## config.mk

```make
export PLATFORM = sky130hd
export DESIGN_NAME = inst_axi_rd_bridge
export DESIGN_NICKNAME = d
export VERILOG_FILES = /design/src/rtl/inst_axi_rd_bridge.sv
export SDC_FILE = /design/constraint.sdc
export NUM_CORES = 1
export LEC_CHECK = 0
export ABC_AREA = 0
export BUFFER_PORTS_ARGS = -buffer_cell sky130_fd_sc_hd__buf_2
export CAP_MARGIN = 5
export CORE_AREA = 2 2 81 83
export DETAILED_ROUTE_END_ITERATION = 12
export DIE_AREA = 0 0 83 85
export PLACE_DENSITY = 0.72
export SLEW_MARGIN = 20
export SYNTH_ARGS = -nofsm -noshare
export SYNTH_HDL_FRONTEND = slang
export SYNTH_SLANG_ARGS = --single-unit
```

## constraint.sdc

```tcl
create_clock -name clk -period 3.8 [get_ports clk]
set_input_delay 0.76 -clock clk [delete_from_list [all_inputs] [get_ports clk]]
set_output_delay 0.76 -clock clk [all_outputs]
set_load 0.005 [all_outputs]
```

## src/rtl/inst_axi_rd_bridge.sv

```systemverilog
// inst_axi_rd_bridge
//   Read-only bridge from the IF stage's SRAM-like instruction port to the
//   AXI3 AR/R channels. Accepts one fetch address per AR handshake and
//   returns the fetched words in the order their addresses were issued.
//   Up to MAX_OUTSTANDING reads may be in flight at once.
//
// Parameters
//   ARID            fixed AXI ID for every read; R beats with another ID are
//                   accepted and discarded
//   MAX_OUTSTANDING accepted-but-unreturned read limit (1..7)
//
// Ports
//   clk, reset          single clock, synchronous active-high reset
//   inst_sram_*         IF-side request/response port (wr/wstrb/wdata ignored)
//   ar*                 AXI read-address channel (single-beat INCR bursts)
//   r*                  AXI read-data channel (rresp/rlast ignored)
//
// Build option
//   INST_BRIDGE_RBUF_EN  when defined, R data passes through a one-entry
//                        register, so data_ok trails the R handshake by one
//                        cycle; otherwise R data is forwarded combinationally.

module inst_axi_rd_bridge #(
  parameter logic [3:0] ARID            = 4'd0,
  parameter int         MAX_OUTSTANDING = 2
) (
  input  logic        clk,
  input  logic        reset,

  input  logic        inst_sram_req,
  input  logic        inst_sram_wr,
  input  logic [1:0]  inst_sram_size,
  input  logic [31:0] inst_sram_addr,
  input  logic [3:0]  inst_sram_wstrb,
  input  logic [31:0] inst_sram_wdata,
  output logic        inst_sram_addr_ok,
  output logic        inst_sram_data_ok,
  output logic [31:0] inst_sram_rdata,

  output logic [3:0]  arid,
  output logic [31:0] araddr,
  output logic [7:0]  arlen,
  output logic [2:0]  arsize,
  output logic [1:0]  arburst,
  output logic [1:0]  arlock,
  output logic [3:0]  arcache,
  output logic [2:0]  arprot,
  output logic        arvalid,
  input  logic        arready,

  input  logic [3:0]  rid,
  input  logic [31:0] rdata,
  input  logic [1:0]  rresp,
  input  logic        rlast,
  input  logic        rvalid,
  output logic        rready
);

  localparam int              CW      = $clog2(MAX_OUTSTANDING + 1);
  localparam logic [CW-1:0]   MAX_CNT = CW'(MAX_OUTSTANDING);

  typedef enum logic {
    AR_IDLE = 1'b0,
    AR_BUSY = 1'b1
  } ar_state_e;

  ar_state_e     state_q, state_d;
  logic [31:0]   araddr_q, araddr_d;
  logic [2:0]    arsize_q, arsize_d;
  logic [CW-1:0] cnt_q, cnt_d;

  logic ar_hs;
  logic r_hs;

  // Never consumed; collected only so the ignored inputs are not dangling.
  logic unused_inputs;
  assign unused_inputs = ^{inst_sram_wr, inst_sram_wstrb, inst_sram_wdata, rresp, rlast};

  assign arid    = ARID;
  assign araddr  = araddr_q;
  assign arlen   = 8'd0;
  assign arsize  = arsize_q;
  assign arburst = 2'b01;
  assign arlock  = 2'b00;
  assign arcache = 4'b0000;
  assign arprot  = 3'b000;

  assign arvalid           = (state_q == AR_BUSY);
  assign ar_hs             = arvalid & arready;
  assign inst_sram_addr_ok = ar_hs;

  // A matching beat with nothing outstanding can only be a leftover from
  // before a reset, so it is dropped along with foreign-ID beats.
  assign r_hs = rvalid & rready & (rid == ARID) & (cnt_q != '0);

  always_comb begin
    state_d  = state_q;
    araddr_d = araddr_q;
    arsize_d = arsize_q;
    unique case (state_q)
      AR_IDLE: begin
        if (inst_sram_req && (cnt_q < MAX_CNT)) begin
          araddr_d = inst_sram_addr;
          arsize_d = {1'b0, inst_sram_size};
          state_d  = AR_BUSY;
        end
      end
      AR_BUSY: begin
        if (arready) state_d = AR_IDLE;
      end
      default: state_d = AR_IDLE;
    endcase
  end

  always_comb begin
    cnt_d = cnt_q;
    unique case ({ar_hs, r_hs})
      2'b10:   cnt_d = cnt_q + CW'(1);
      2'b01:   cnt_d = cnt_q - CW'(1);
      default: cnt_d = cnt_q;
    endcase
  end

  always_ff @(posedge clk) begin
    if (reset) begin
      state_q  <= AR_IDLE;
      araddr_q <= 32'd0;
      arsize_q <= 3'd0;
      cnt_q    <= '0;
    end else begin
      state_q  <= state_d;
      araddr_q <= araddr_d;
      arsize_q <= arsize_d;
      cnt_q    <= cnt_d;
    end
  end

`ifdef INST_BRIDGE_RBUF_EN
  logic        buf_valid_q, buf_valid_d;
  logic [31:0] buf_data_q, buf_data_d;

  // The buffer is presented every cycle it holds data and IF never stalls
  // data_ok, so it can always take a new beat while draining the old one.
  assign rready            = ~buf_valid_q | inst_sram_data_ok;
  assign inst_sram_data_ok = buf_valid_q;
  assign inst_sram_rdata   = buf_data_q;

  always_comb begin
    buf_valid_d = r_hs;
    buf_data_d  = r_hs ? rdata : buf_data_q;
  end

  always_ff @(posedge clk) begin
    if (reset) begin
      buf_valid_q <= 1'b0;
      buf_data_q  <= 32'd0;
    end else begin
      buf_valid_q <= buf_valid_d;
      buf_data_q  <= buf_data_d;
    end
  end
`else
  assign rready            = 1'b1;
  assign inst_sram_data_ok = rvalid & (rid == ARID) & (cnt_q != '0);
  assign inst_sram_rdata   = rdata;
`endif

endmodule
```

==> impl_results.md, run 1 <==
- Run status: finished, final reports clean
- Reg clk slew, reported paths: approximately 0.07 ns
- Via density: around 4.0
- Area of the multi-input gates: between 600 and 700 um^2
- Row cnt: 29
- Hold path startpoint: araddr[13]$_SDFFE_PP0P_
- Post-cts hold buffer count: 0
- Min-Delay Path Class: flop to flop
- Routed len/inst: about 10 um
- Total power divided by cell area: 410 mW/mm^2
- Bufs on Longest Clock Path: 2
- Post-route clock skew: roughly 0.006 ns
- R2R Path End: cnt_q[1]$_SDFFE_PP0P_
- Sink Count: 37
- Post-CTS Setup Bufs: 0
- Synthesized area: between 0.0015 and 0.002 mm^2
- Switching Fraction: roughly a quarter
- Cell count of the worst hold path: 2
- Worst skew pair latency: 0.28 ns
- CP Capture Type: output pin
- Worst Hold Path EP: araddr[13]$_SDFFE_PP0P_
- Worst-case reg-to-reg path depth: 5
- HPWL after DPL: ~2400 um
- Die area: a little over 0.007 mm^2
- Worst Path Required: 3.04 ns
- Layout cells sized above 1: between 30% and 40%
- Yosys cell types: 18
- Routed WL: roughly 3100 um
- Worst r2r src: cnt_q[1]$_SDFFE_PP0P_
- Initial antenna violation count: 0
- Initial core utilization: between 20 and 30%
- Placed insts: ~300
- Post-route insts no fill: 311
- CTS tree: built
- Htree depth: 2
- Switch Pwr: roughly 0.0002 W
- Least-Margin Pin Slew: approximately 0.66 ns
- RSZ-0062 raised after global routing: false
- GRT Max-Usage Layer: met2
- Root Driver: clkbuf_8
- # setup viols final: 0
- Routed vias: approximately 1,200
- Core region area: about 0.0062 mm^2
- Fin nets: 350
- First-pass GRT wire length: 5130 um
- Largest net degree at the start of global routing: 38
- Gr ovfl total: 0
- Post-synthesis cell count: around 190
- Detail Route Antenna Nets: 0
- GRT met1 Usage: ~9.7%
- FMAX: about 0.44 GHz
- Reg2Reg Setup Slack: between 2 and 2.5 ns
- Ant. Diodes: 0
- DRC errors left: 0
- Worst EP arrival: roughly 1.5 ns
- Max-slew headroom: 55.9%
- Critical path class: input pin to output pin
- Synthesized area per cell: roughly 9.7 um^2
- Worst vdd ir: about 0.13 mV
- TritonCTS buffer count: 5
- Placed Instance Area: 0.00192 mm^2
- Cell Int Power: slightly above 0.0006 W
- Leak pwr: 1.06 nW
- Critical Path Start Type: input pin
- Ys Warns: 0
- Post-layout util: 32.3%
- Period utilization: a little over 60%
- Final Critical Period: 2.29 ns
- Register Area: about 740 um^2
- RePlAce Congestion: 0.671
- Die width: approximately 83 um
- Syn-to-layout area delta: 9.36%
- Final Hold Viols: 0
- GR Util All Layers: under 10%
- CP Max Fanout: 2
- Met3 Use GR: 4.38%
- DR pass1 iterations: 3
- Port Buf Inserts: around 80
- Met2 Resource Use GR: 15.1%
- Num ports: between 200 and 250
- Register share of total power: 51.9%
- Vias in the first global route: approximately 1,200
- Chip height: 85 um
- Setup Total Neg Slack: 0 ns
- Max-cap violations: 0
- Seq cells post-synth: 37
- Fillers: 647
- Combinational fraction of design power: ~15%
- Clock power share: roughly a third
- Fin. max-slew vios: 0
- DR iter-0 viols: 9
- Seq/Total Area, Yosys: between 40% and 50%
- Final Instance Area: approximately 0.002 mm^2
- Resized cells post-CTS: 0
-- per-stage QoR --
| step | hold slack [ns] | total power [W] | setup slack (ns) |
|---|---|---|---|
| after floorplan | 0.479 | 0.000560 | 1.64 |
| after global placement | 0.467 | 0.000555 | 1.49 |
| after detailed placement | 0.477 | 0.000560 | 1.49 |
| after CTS | 0.495 | 0.000839 | 1.49 |
| after global routing | 0.521 | 0.000869 | 1.42 |
| final | 0.488 | 0.000820 | 1.51 |
-- per-layer routing --
layer / part of all wire, % / wire length [um] / vias to the layer above
li1: - / - / 604
met1: 40 / 1270 / 537
met2: 46 / 1430 / 89
met3: 11 / 361 / 13
met4: 2.5 / 79 / 0
met5: 0 / 0 / -
-- worst max-delay path by stage --
stage | startpoint | to | slack [ns] | cells after the start
floorplan | rid[3] | cnt_q[1]$_SDFFE_PP0P_ | 1.64 | 6
global placement | rid[3] | inst_sram_data_ok | 1.49 | 5
detailed placement | rid[3] | inst_sram_data_ok | 1.49 | 5
CTS | rid[3] | inst_sram_data_ok | 1.49 | 5
global route | rid[3] | inst_sram_data_ok | 1.42 | 5
finish | rid[3] | inst_sram_data_ok | 1.51 | 5
-- power groups by stage --
stage / clock, W / sequential, W / combinational [W]
after floorplan: 0 / 0.000437 / 0.000123
after global placement: 0 / 0.000434 / 0.000122
after detailed placement: 0 / 0.000435 / 0.000125
after CTS: 0.000287 / 0.000426 / 0.000126
after global routing: 0.000301 / 0.000429 / 0.000138
final: 0.000272 / 0.000426 / 0.000123
-- final cells by class --
cell class | instances | share of cell area, %
flip-flops and latches | 37 | 37.0
inverters | 2 | 0.375
well taps | 77 | 4.81
multi-input cells | 107 | 33.0
clock buffers | 7 | 4.31
repair buffers | 81 | 20.5
-- registers in the layout, summed over array words and instances (netlist names) --
| name | count |
|---|---|
| cnt_q | 2 |
| araddr | 32 |
| arvalid | 1 |
| arsize | 2 |
-- cells by family (layout without fill, tap and decap cells) --
| group | count (synthesis) | in the layout | synth area share (%) |
|---|---|---|---|
| xor gates and xnor gates | 2 | 2 | 0.957 |
| other | 2 | 25 | 0.410 |
| AOI/OAI and AO/OA | 4 | 4 | 1.09 |
| DFF | 37 | 37 | 40.5 |
| buffers and inverters | 67 | 90 | 28.5 |
| adders and majority gates | 1 | 1 | 0.683 |
| muxes | 34 | 34 | 18.6 |
| and+or+nand+nor | 41 | 41 | 9.30 |
-- critical path: stages --
cell	delay, ns
buf_2	0.09
nor2_1	0.09
o21ai_0	0.08
nor4b_1	0.33
buf_2	0.18
-- synthesized netlist by cell type --
master | n | share of area, %
a21oi_1 | 2 | 0.55
buf_12 | 3 | 3.3
buf_4 | 57 | 23
buf_6 | 1 | 0.62
clkbuf_1 | 4 | 0.82
conb_1 | 2 | 0.41
dfxtp_1 | 37 | 40
ha_1 | 1 | 0.68
inv_1 | 2 | 0.41
mux2i_1 | 34 | 19
nand2_1 | 1 | 0.20
nor2_1 | 37 | 7.6
nor3b_2 | 1 | 0.68
nor4b_1 | 1 | 0.48
o21ai_0 | 2 | 0.55
or3_1 | 1 | 0.34
xnor2_1 | 1 | 0.48
xor2_1 | 1 | 0.48
-- placed cells by master, fill, tap and decap left out, drive strengths merged --
cell type  count
a21oi          2
buf           81
clkbuf         7
conb          25
dfxtp         37
ha             1
inv            2
mux2i         34
nand2          1
nor2          37
nor3b          1
nor4b          1
o21ai          2
or3            1
xnor2          1
xor2           1
No activity file was read; power rests on OpenSTA's default activity.
==> run 2: changes to the inputs <==
--- a/config.mk
+++ b/config.mk
@@ -5,13 +5,13 @@
 export SDC_FILE = /design/constraint.sdc
 export NUM_CORES = 1
 export LEC_CHECK = 0
-export ABC_AREA = 0
+export ABC_AREA = 1
 export BUFFER_PORTS_ARGS = -buffer_cell sky130_fd_sc_hd__buf_2
 export CAP_MARGIN = 5
-export CORE_AREA = 2 2 81 83
+export CORE_AREA = 2 2 82 84
 export DETAILED_ROUTE_END_ITERATION = 12
-export DIE_AREA = 0 0 83 85
-export PLACE_DENSITY = 0.72
+export DIE_AREA = 0 0 84 86
+export PLACE_DENSITY = 0.7
 export SLEW_MARGIN = 20
 export SYNTH_ARGS = -nofsm -noshare
 export SYNTH_HDL_FRONTEND = slang
==> constraint.sdc (replaced) <==
create_clock -name clk -period 2.2 [get_ports clk]
set_input_delay 0.44 -clock clk [delete_from_list [all_inputs] [get_ports clk]]
set_output_delay 0.44 -clock clk [all_outputs]
set_load 0.005 [all_outputs]
==> run 2 against run 1 <==
Against the previous run: worst setup slack got worse by 0.74 ns; clock skew fell by 0.0026 ns; worst hold slack got worse by 0.16 ns; global-route usage rose by 0.36 points; critical path type is now flop to output pin; register-to-register slack got worse by 1.2 ns; design area fell by 0.69%; die area rose by 2.4%.
==> impl_results.md, run 2 <==
- Detail Route Antenna Nets: 0 (unchanged)
- CP Max Fanout: 4 (+2)
- Placed Instance Area: 0.00190 mm^2 (-0.72%)
- Worst vdd ir: 0.256 mV (+97%)
- Routed len/inst: 9.92 um (-1.9%)
- Yosys top cell area share: 41.1% (+0.59 points)
- Seq cells post-synth: 37 (unchanged)
- Final Critical Period: between 1 and 1.5 ns
- RePlAce Congestion: 0.656 (-2.2%)
- Period utilization: roughly two thirds
- Routed WL: 3540 um (+13%)
- GR Util All Layers: 9.46% (+0.36 points)
- Crit path largest cell delay: 0.35 ns (+0.02 ns)
- Resized cells post-CTS: 0 (unchanged)
- Worst Path Required: 1.76 ns (-1.28 ns)
- Synthesized area: 0.00180 mm^2 (-1.4%)
- Synth cell count leaders: 74 x nor2_1, 57 x buf_4, 37 x dfxtp_1, 32 x o21ai_0
- Synthesized area per cell: 7.65 um^2 (-21%)
- # setup viols final: 0 (unchanged)
- Initial core utilization: 28.7% (-0.76 points)
- Core region area: 0.00628 mm^2 (+1.2%)
- Critical path class: flop to output pin
- Root Driver: clkbuf_8
- Post-synth EDFFs: 0 (unchanged)
- DR iter-0 viols: 21 (+12)
- First-pass GRT wire length: 5530 um (+7.8%)
- Critical Path Start Type: flop
- Ys async rst share: 0% (unchanged)
- TritonCTS buffer count: 5 (unchanged)
- Syn-to-layout area delta: 10.2%
- CTS tree: built
- Gr ovfl total: 0 (unchanged)
- FMAX: 0.699 GHz
- Fin. max-slew vios: 0 (unchanged)
- RSZ-0062 raised after global routing: false
- Sink Count: 37 (unchanged)
- Seq/Total Area, Yosys: 41.1% (+0.59 points)
- Commonest non-fill, non-tap cell in the layout: buf_2
- Num ports: 209 (unchanged)
- Ant. Diodes: 0 (unchanged)
- DR pass1 iterations: 4 (+1)
- Most numerous cell in the Yosys netlist: nor2_1
- Initial antenna violation count: 0 (unchanged)
- Main flop type after synthesis: dfxtp_1
- Slowest stage cell, crit path: dfxtp_1
- Largest net degree at the start of global routing: 37 (-2.6%)
- Die width: 84 um (+1.2%)
- Min-Delay Path Class: input pin to flop
- Max-cap violations: 0 (unchanged)
- Via density: 4.07 (+1.8%)
- Post-CTS Setup Bufs: 0 (unchanged)
- Worst EP arrival: 0.99 ns (-0.54 ns)
- Reg clk slew, reported paths: 0.07 ns (about the same)
- HPWL after DPL: 2500 um (+5.7%)
- Min Hold Slack: 0.325 ns (-0.163 ns)
- Post-route clock skew: 0.00341 ns (-0.00259 ns)
- Die area: 0.00722 mm^2 (+2.4%)
- Port Buf Inserts: 79 (unchanged)
- Register Area: 741 um^2 (unchanged)
- Row cnt: 29 (unchanged)
- Routed vias: 1,452 (+17%)
- Leak pwr: 1.06 nW (-0.34%)
- Htree depth: 2 (unchanged)
- Area of the multi-input gates: 629 um^2 (-4.7%)
- Cell Chain, Critical Path: o211a_1 > buf_2
- Most frequent cells in the layout: 79 x buf_2, 74 x nor2_1, 37 x dfxtp_1, 32 x o21ai_0, 25 x conb_1
- Setup Total Neg Slack: 0 ns (unchanged)
- CP Capture Type: output pin
- Fin nets: 396 (+13%)
- DRC errors left: 0 (unchanged)
- Area leader, netlist: dfxtp_1
- Fillers: 701 (+8.3%)
- Final Instance Area: 0.00199 mm^2 (-0.69%)
- Reg2Reg Setup Slack: 0.86 ns (-1.19 ns)
- Synth area leaders: dfxtp_1 41%, buf_4 24%, nor2_1 15%, o21ai_0 8.9%, buf_6 1.9%
- Max reg flops: 32 (unchanged)
- Post-synthesis cell count: 236 (+26%)
- Vias in the first global route: 1,255 (+8.0%)
- Worst skew pair latency: 0.28 ns (about the same)
- Yosys cell types: 19 (+1)
- Run status: finished, final reports clean
- Bufs on Longest Clock Path: 2 (unchanged)
- Ys Warns: 0 (unchanged)
- Layout cells sized above 1: 31.8% (-5.8 points)
- Final Hold Viols: 0 (unchanged)
- Post-cts hold buffer count: 0 (unchanged)
- Chip height: 86 um (+1.2%)
- Total power divided by cell area: 734 mW/mm^2 (+79%)
[run 2: changes by cell type after synthesis, sizes merged, moves of 6 or more]
| cell | change |
|---|---|
| o21ai | +33 |
| inv | +6 |
| mux2i | -34 |
| nor2 | +38 |
| nand2 | +7 |
[run 2: stage by stage]
step,std cells,worst slack (ns),power (W),utilization [%]
3_3_place_gp,350,0.709,0.000997,30.3
2_1_floorplan,259,0.839,0.000980,-
3_5_place_dp,350,0.687,0.00100,30.3
5_1_grt,357,0.679,0.00156,31.7
4_1_cts,357,0.748,0.00150,31.7
6_report,357,0.770,0.00146,31.7
[run 2: layout make-up]
| class | instances | share of cell area, % |
|---|---|---|
| Sequential cell | 37 | 37.3 |
| Multi-Input combinational cell | 148 | 31.7 |
| Timing Repair Buffer | 80 | 20.3 |
| Tap cell | 77 | 4.85 |
| Clock buffer | 7 | 4.34 |
| Inverter | 8 | 1.64 |
[run 2: logic make-up after synthesis]
logic type                 after synthesis  share of synthesized area (%)
AOI/OAI and AO/OA                       38                           10.8
buffers and inverters                   74                           28.8
DFF                                     37                           41.1
and+or+nand+nor                         84                           18.2
other                                    2                          0.416
adders and majority gates                1                          0.693
[run 2: path summary, 6_finish.rpt]
path / from / end / depth (start not counted)
min: reset / arvalid$_SDFF_PP0_ / 2
min reg2reg: araddr[3]$_SDFFE_PP0P_ / araddr[3]$_SDFFE_PP0P_ / 2
max: cnt_q[1]$_SDFFE_PP0P_ / inst_sram_data_ok / 2
max reg2reg: cnt_q[1]$_SDFFE_PP0P_ / araddr[22]$_SDFFE_PP0P_ / 5
[run 2: power by group]
part	switching [W]	internal, W	total (W)
Combinational	0.000128	0.000103	0.000231
Sequential	0.0000265	0.000727	0.000753
Clock	0.000227	0.000249	0.000476
Total	0.000382	0.00108	0.00146
[run 2: layer usage]
layer / wire [um] / global-route usage [%] / part of all wire (%)
met4: 73 / 3.96 / 2.1
met2: 1660 / 15.9 / 47
met3: 317 / 3.75 / 9.0
met5: 0 / 0 / 0
met1: 1500 / 10.7 / 42
[run 2: critical path: cells and delay by family, from the launching register on]
kind / cells / cell delay, ns
AO/OA/AOI/OAI: 1 / 0.24
buffers and inverters: 1 / 0.13
flip-flops: 1 / 0.35
==> run 3: changes to the inputs <==
--- a/config.mk
+++ b/config.mk
@@ -8,10 +8,10 @@
 export ABC_AREA = 1
 export BUFFER_PORTS_ARGS = -buffer_cell sky130_fd_sc_hd__buf_2
 export CAP_MARGIN = 5
-export CORE_AREA = 2 2 82 84
+export CORE_MARGIN = 2
+export CORE_UTILIZATION = 30
 export DETAILED_ROUTE_END_ITERATION = 12
-export DIE_AREA = 0 0 84 86
-export PLACE_DENSITY = 0.7
+export PLACE_DENSITY = 0.76
 export SLEW_MARGIN = 20
 export SYNTH_ARGS = -nofsm -noshare
 export SYNTH_HDL_FRONTEND = slang
==> constraint.sdc (replaced) <==
create_clock -name clk -period 1.25 [get_ports clk]
set_input_delay 0.25 -clock clk [delete_from_list [all_inputs] [get_ports clk]]
set_output_delay 0.25 -clock clk [all_outputs]
set_load 0.005 [all_outputs]
==> run 3 against run 2 <==
Against the previous run: the flow now finishes with violations (setup timing); sequential power is 77% higher; global-route usage is 1.1 points higher; utilization is 4.1 points higher; first-iteration DRC count rose by 81%; combinational power increased by 91%; critical path depth up 1; largest cell class unchanged.
==> impl_results.md, run 3 (same netlist as run 2, synthesis figures left out) <==
- Worst skew pair latency: 0.28 ns (about the same)
- # setup viols final: 2 (+2)
- Failing checks: setup timing
- Clock power share: 38.0% (+5.4 points)
- Initial core utilization: 30.8% (+2.1 points)
- CP Capture Type: output pin
- Gr ovfl total: 0 (unchanged)
- Cell Int Power: 0.00213 W (+98%)
- Root Driver: clkbuf_8
- Initial antenna violation count: 1 (+1)
- Die area: 0.00665 mm^2 (-7.9%)
- Commonest non-fill, non-tap cell in the layout: buf_2
- Post-route insts no fill: 362 (+1.4%)
- Ant. Diodes: 0 (unchanged)
- Switching Fraction: 25.2% (-0.94 points)
- Critical Path Start Type: flop
- Num ports: 209 (unchanged)
- Largest delay share family, worst path: flip-flops
- Post-route clock skew: 0.00718 ns (+0.00377 ns)
- Run status: finished, violations left
- Max-cap violations: 0 (unchanged)
- Slowest stage cell, crit path: dfxtp_2
- TritonCTS buffer count: 5 (unchanged)
- Die width: 81.6 um (-2.9%)
- Vias in the first global route: 1,259 (+0.32%)
- Detail Route Antenna Nets: 0 (unchanged)
- Fin worst setup slack: -0.0600 ns (-0.830 ns)
- Period utilization: 105%
- Combinational fraction of design power: 15.5% (-0.3 points)
- HPWL after DPL: 2650 um (+6.0%)
- GR Util All Layers: 10.6% (+1.1 points)
- Core region area: 0.00585 mm^2 (-6.8%)
- Htree depth: 2 (unchanged)
- First-pass GRT wire length: 5330 um (-3.5%)
- CP Max Fanout: 2 (-2)
- Routed len/inst: 10.2 um (+2.9%)
- Placed insts: 354 (+1.1%)
- Setup Total Neg Slack: -0.0880 ns (-0.0880 ns)
- Most frequent cells in the layout: 78 x buf_2, 74 x nor2_1, 34 x dfxtp_1, 25 x conb_1, 19 x o21ai_1
- Final Critical Period: about 1.3 ns
- Port Buf Inserts: 79 (unchanged)
- Min-Delay Path Class: input pin to flop
- Worst Path Buf+Inv: 2 (+1)
- Cell Chain, Critical Path: o211a_1 > buf_6 > buf_6
- Critical path class: flop to output pin
- Sink Count: 37 (unchanged)
- Final Hold Viols: 0 (unchanged)
- Crit path largest cell delay: 0.32 ns (-0.03 ns)
- Total power divided by cell area: 1360 mW/mm^2 (+85%)
- Routed WL: 3690 um (+4.3%)
- FMAX: 0.763 GHz
- Worst vdd ir: 0.583 mV (+130%)
- Layout cells sized above 1: 34.8% (+3.1 points)
- RSZ-0062 raised after global routing: true
- Fin. max-slew vios: 0 (unchanged)
- Largest net degree at the start of global routing: 35 (-5.4%)
- Worst EP arrival: 1.06 ns (+0.07 ns)
- Via density: 4.14 (+1.7%)
- DR iter-0 viols: 38 (+81%)
- CTS tree: built
- Routed vias: 1,498 (+3.2%)
- RePlAce Congestion: 0.632 (-3.8%)
- Register share of total power: 46.6% (-5.0 points)
- Leak pwr: 1.11 nW (+4.7%)
- Worst Path Required: 1.00 ns (-0.76 ns)
- Chip height: 81.6 um (-5.2%)
- Post-CTS Setup Bufs: 0 (unchanged)
- Row cnt: 28 (-3.4%)
- DRC errors left: 0 (unchanged)
- Syn-to-layout area delta: 15.9%
- Max reg flops: 32 (unchanged)
- Crit path top cell by count: buf_6
- Reg clk slew, reported paths: 0.08 ns (about the same)
- Fin nets: 402 (+1.5%)
- Switch Pwr: 0.000718 W (+88%)
- DR pass1 iterations: 3 (-1)
- Bufs on Longest Clock Path: 2 (unchanged)
[run 3: changes by cell type in the layout (fill, tap and decap cells not counted)]
cell / previous run / this run
o21ai_0: 32 / 16
inv_4: 1 / 0
bufinv_16: 0 / 1
dfxtp_1: 37 / 34
clkinvlp_4: 0 / 1
dfxtp_2: 0 / 3
inv_8: 0 / 1
buf_4: 1 / 4
clkbuf_1: 1 / 0
buf_2: 79 / 78
o21ai_1: 3 / 19
buf_6: 0 / 4
[run 3: layout make-up]
cell class	instances	area (um^2)
Fill cell	629	3760
Sequential cell	37	744
Multi-Input combinational cell	148	629
Timing Repair Buffer	86	465
Tap cell	75	93.8
Clock buffer	6	82.6
Clock inverter	2	37.5
Inverter	8	37.5
[run 3: per-layer routing]
layer	track usage [%]	part of all wire (%)
met5	0	0.43
met4	4.58	1.8
met3	4.62	10
met2	18.7	47
met1	10.7	41
[run 3: worst paths after layout]
path | startpoint | end | slack, ns | depth (start not counted)
setup reg to reg | cnt_q[1]$_SDFFE_PP0P_ | cnt_q[1]$_SDFFE_PP0P_ | -0.03 | 7
hold reg to reg | araddr[2]$_SDFFE_PP0P_ | araddr[2]$_SDFFE_PP0P_ | 0.48 | 2
hold / removal | reset | arvalid$_SDFF_PP0_ | 0.12 | 2
setup / recovery | cnt_q[1]$_SDFFE_PP0P_ | inst_sram_data_ok | -0.06 | 3
[run 3: power groups by stage]
stage               logic [W]  clock network (W)  registers, W
CTS                  0.000429            0.00112       0.00133
floorplan            0.000360                  0       0.00136
detailed placement   0.000428                  0       0.00135
global route         0.000516            0.00117       0.00134
finish               0.000441            0.00108       0.00133
global placement     0.000416                  0       0.00135
[run 3: repair_timing]
action,CTS,global route
pin swaps,1,1
hold endpoints to repair,0,0
setup endpoints to repair,2,38
hold buffers,0,0
gates resized for setup,4,21
cloned,0,0
[run 3: per-stage QoR]
step           util, %  area [um^2]  power [W]  setup slack [ns]  hold WS [ns]
3_3_place_gp      33.2         1940    0.00177           -0.0510         0.430
6_report          35.7         2090    0.00285           -0.0600         0.123
5_1_grt           35.7         2090    0.00302            -0.109         0.124
3_5_place_dp      33.2         1940    0.00178           -0.0602         0.426
4_1_cts           35.5         2080    0.00288           -0.0751         0.115
2_1_floorplan        -         1890    0.00173            0.0241         0.319
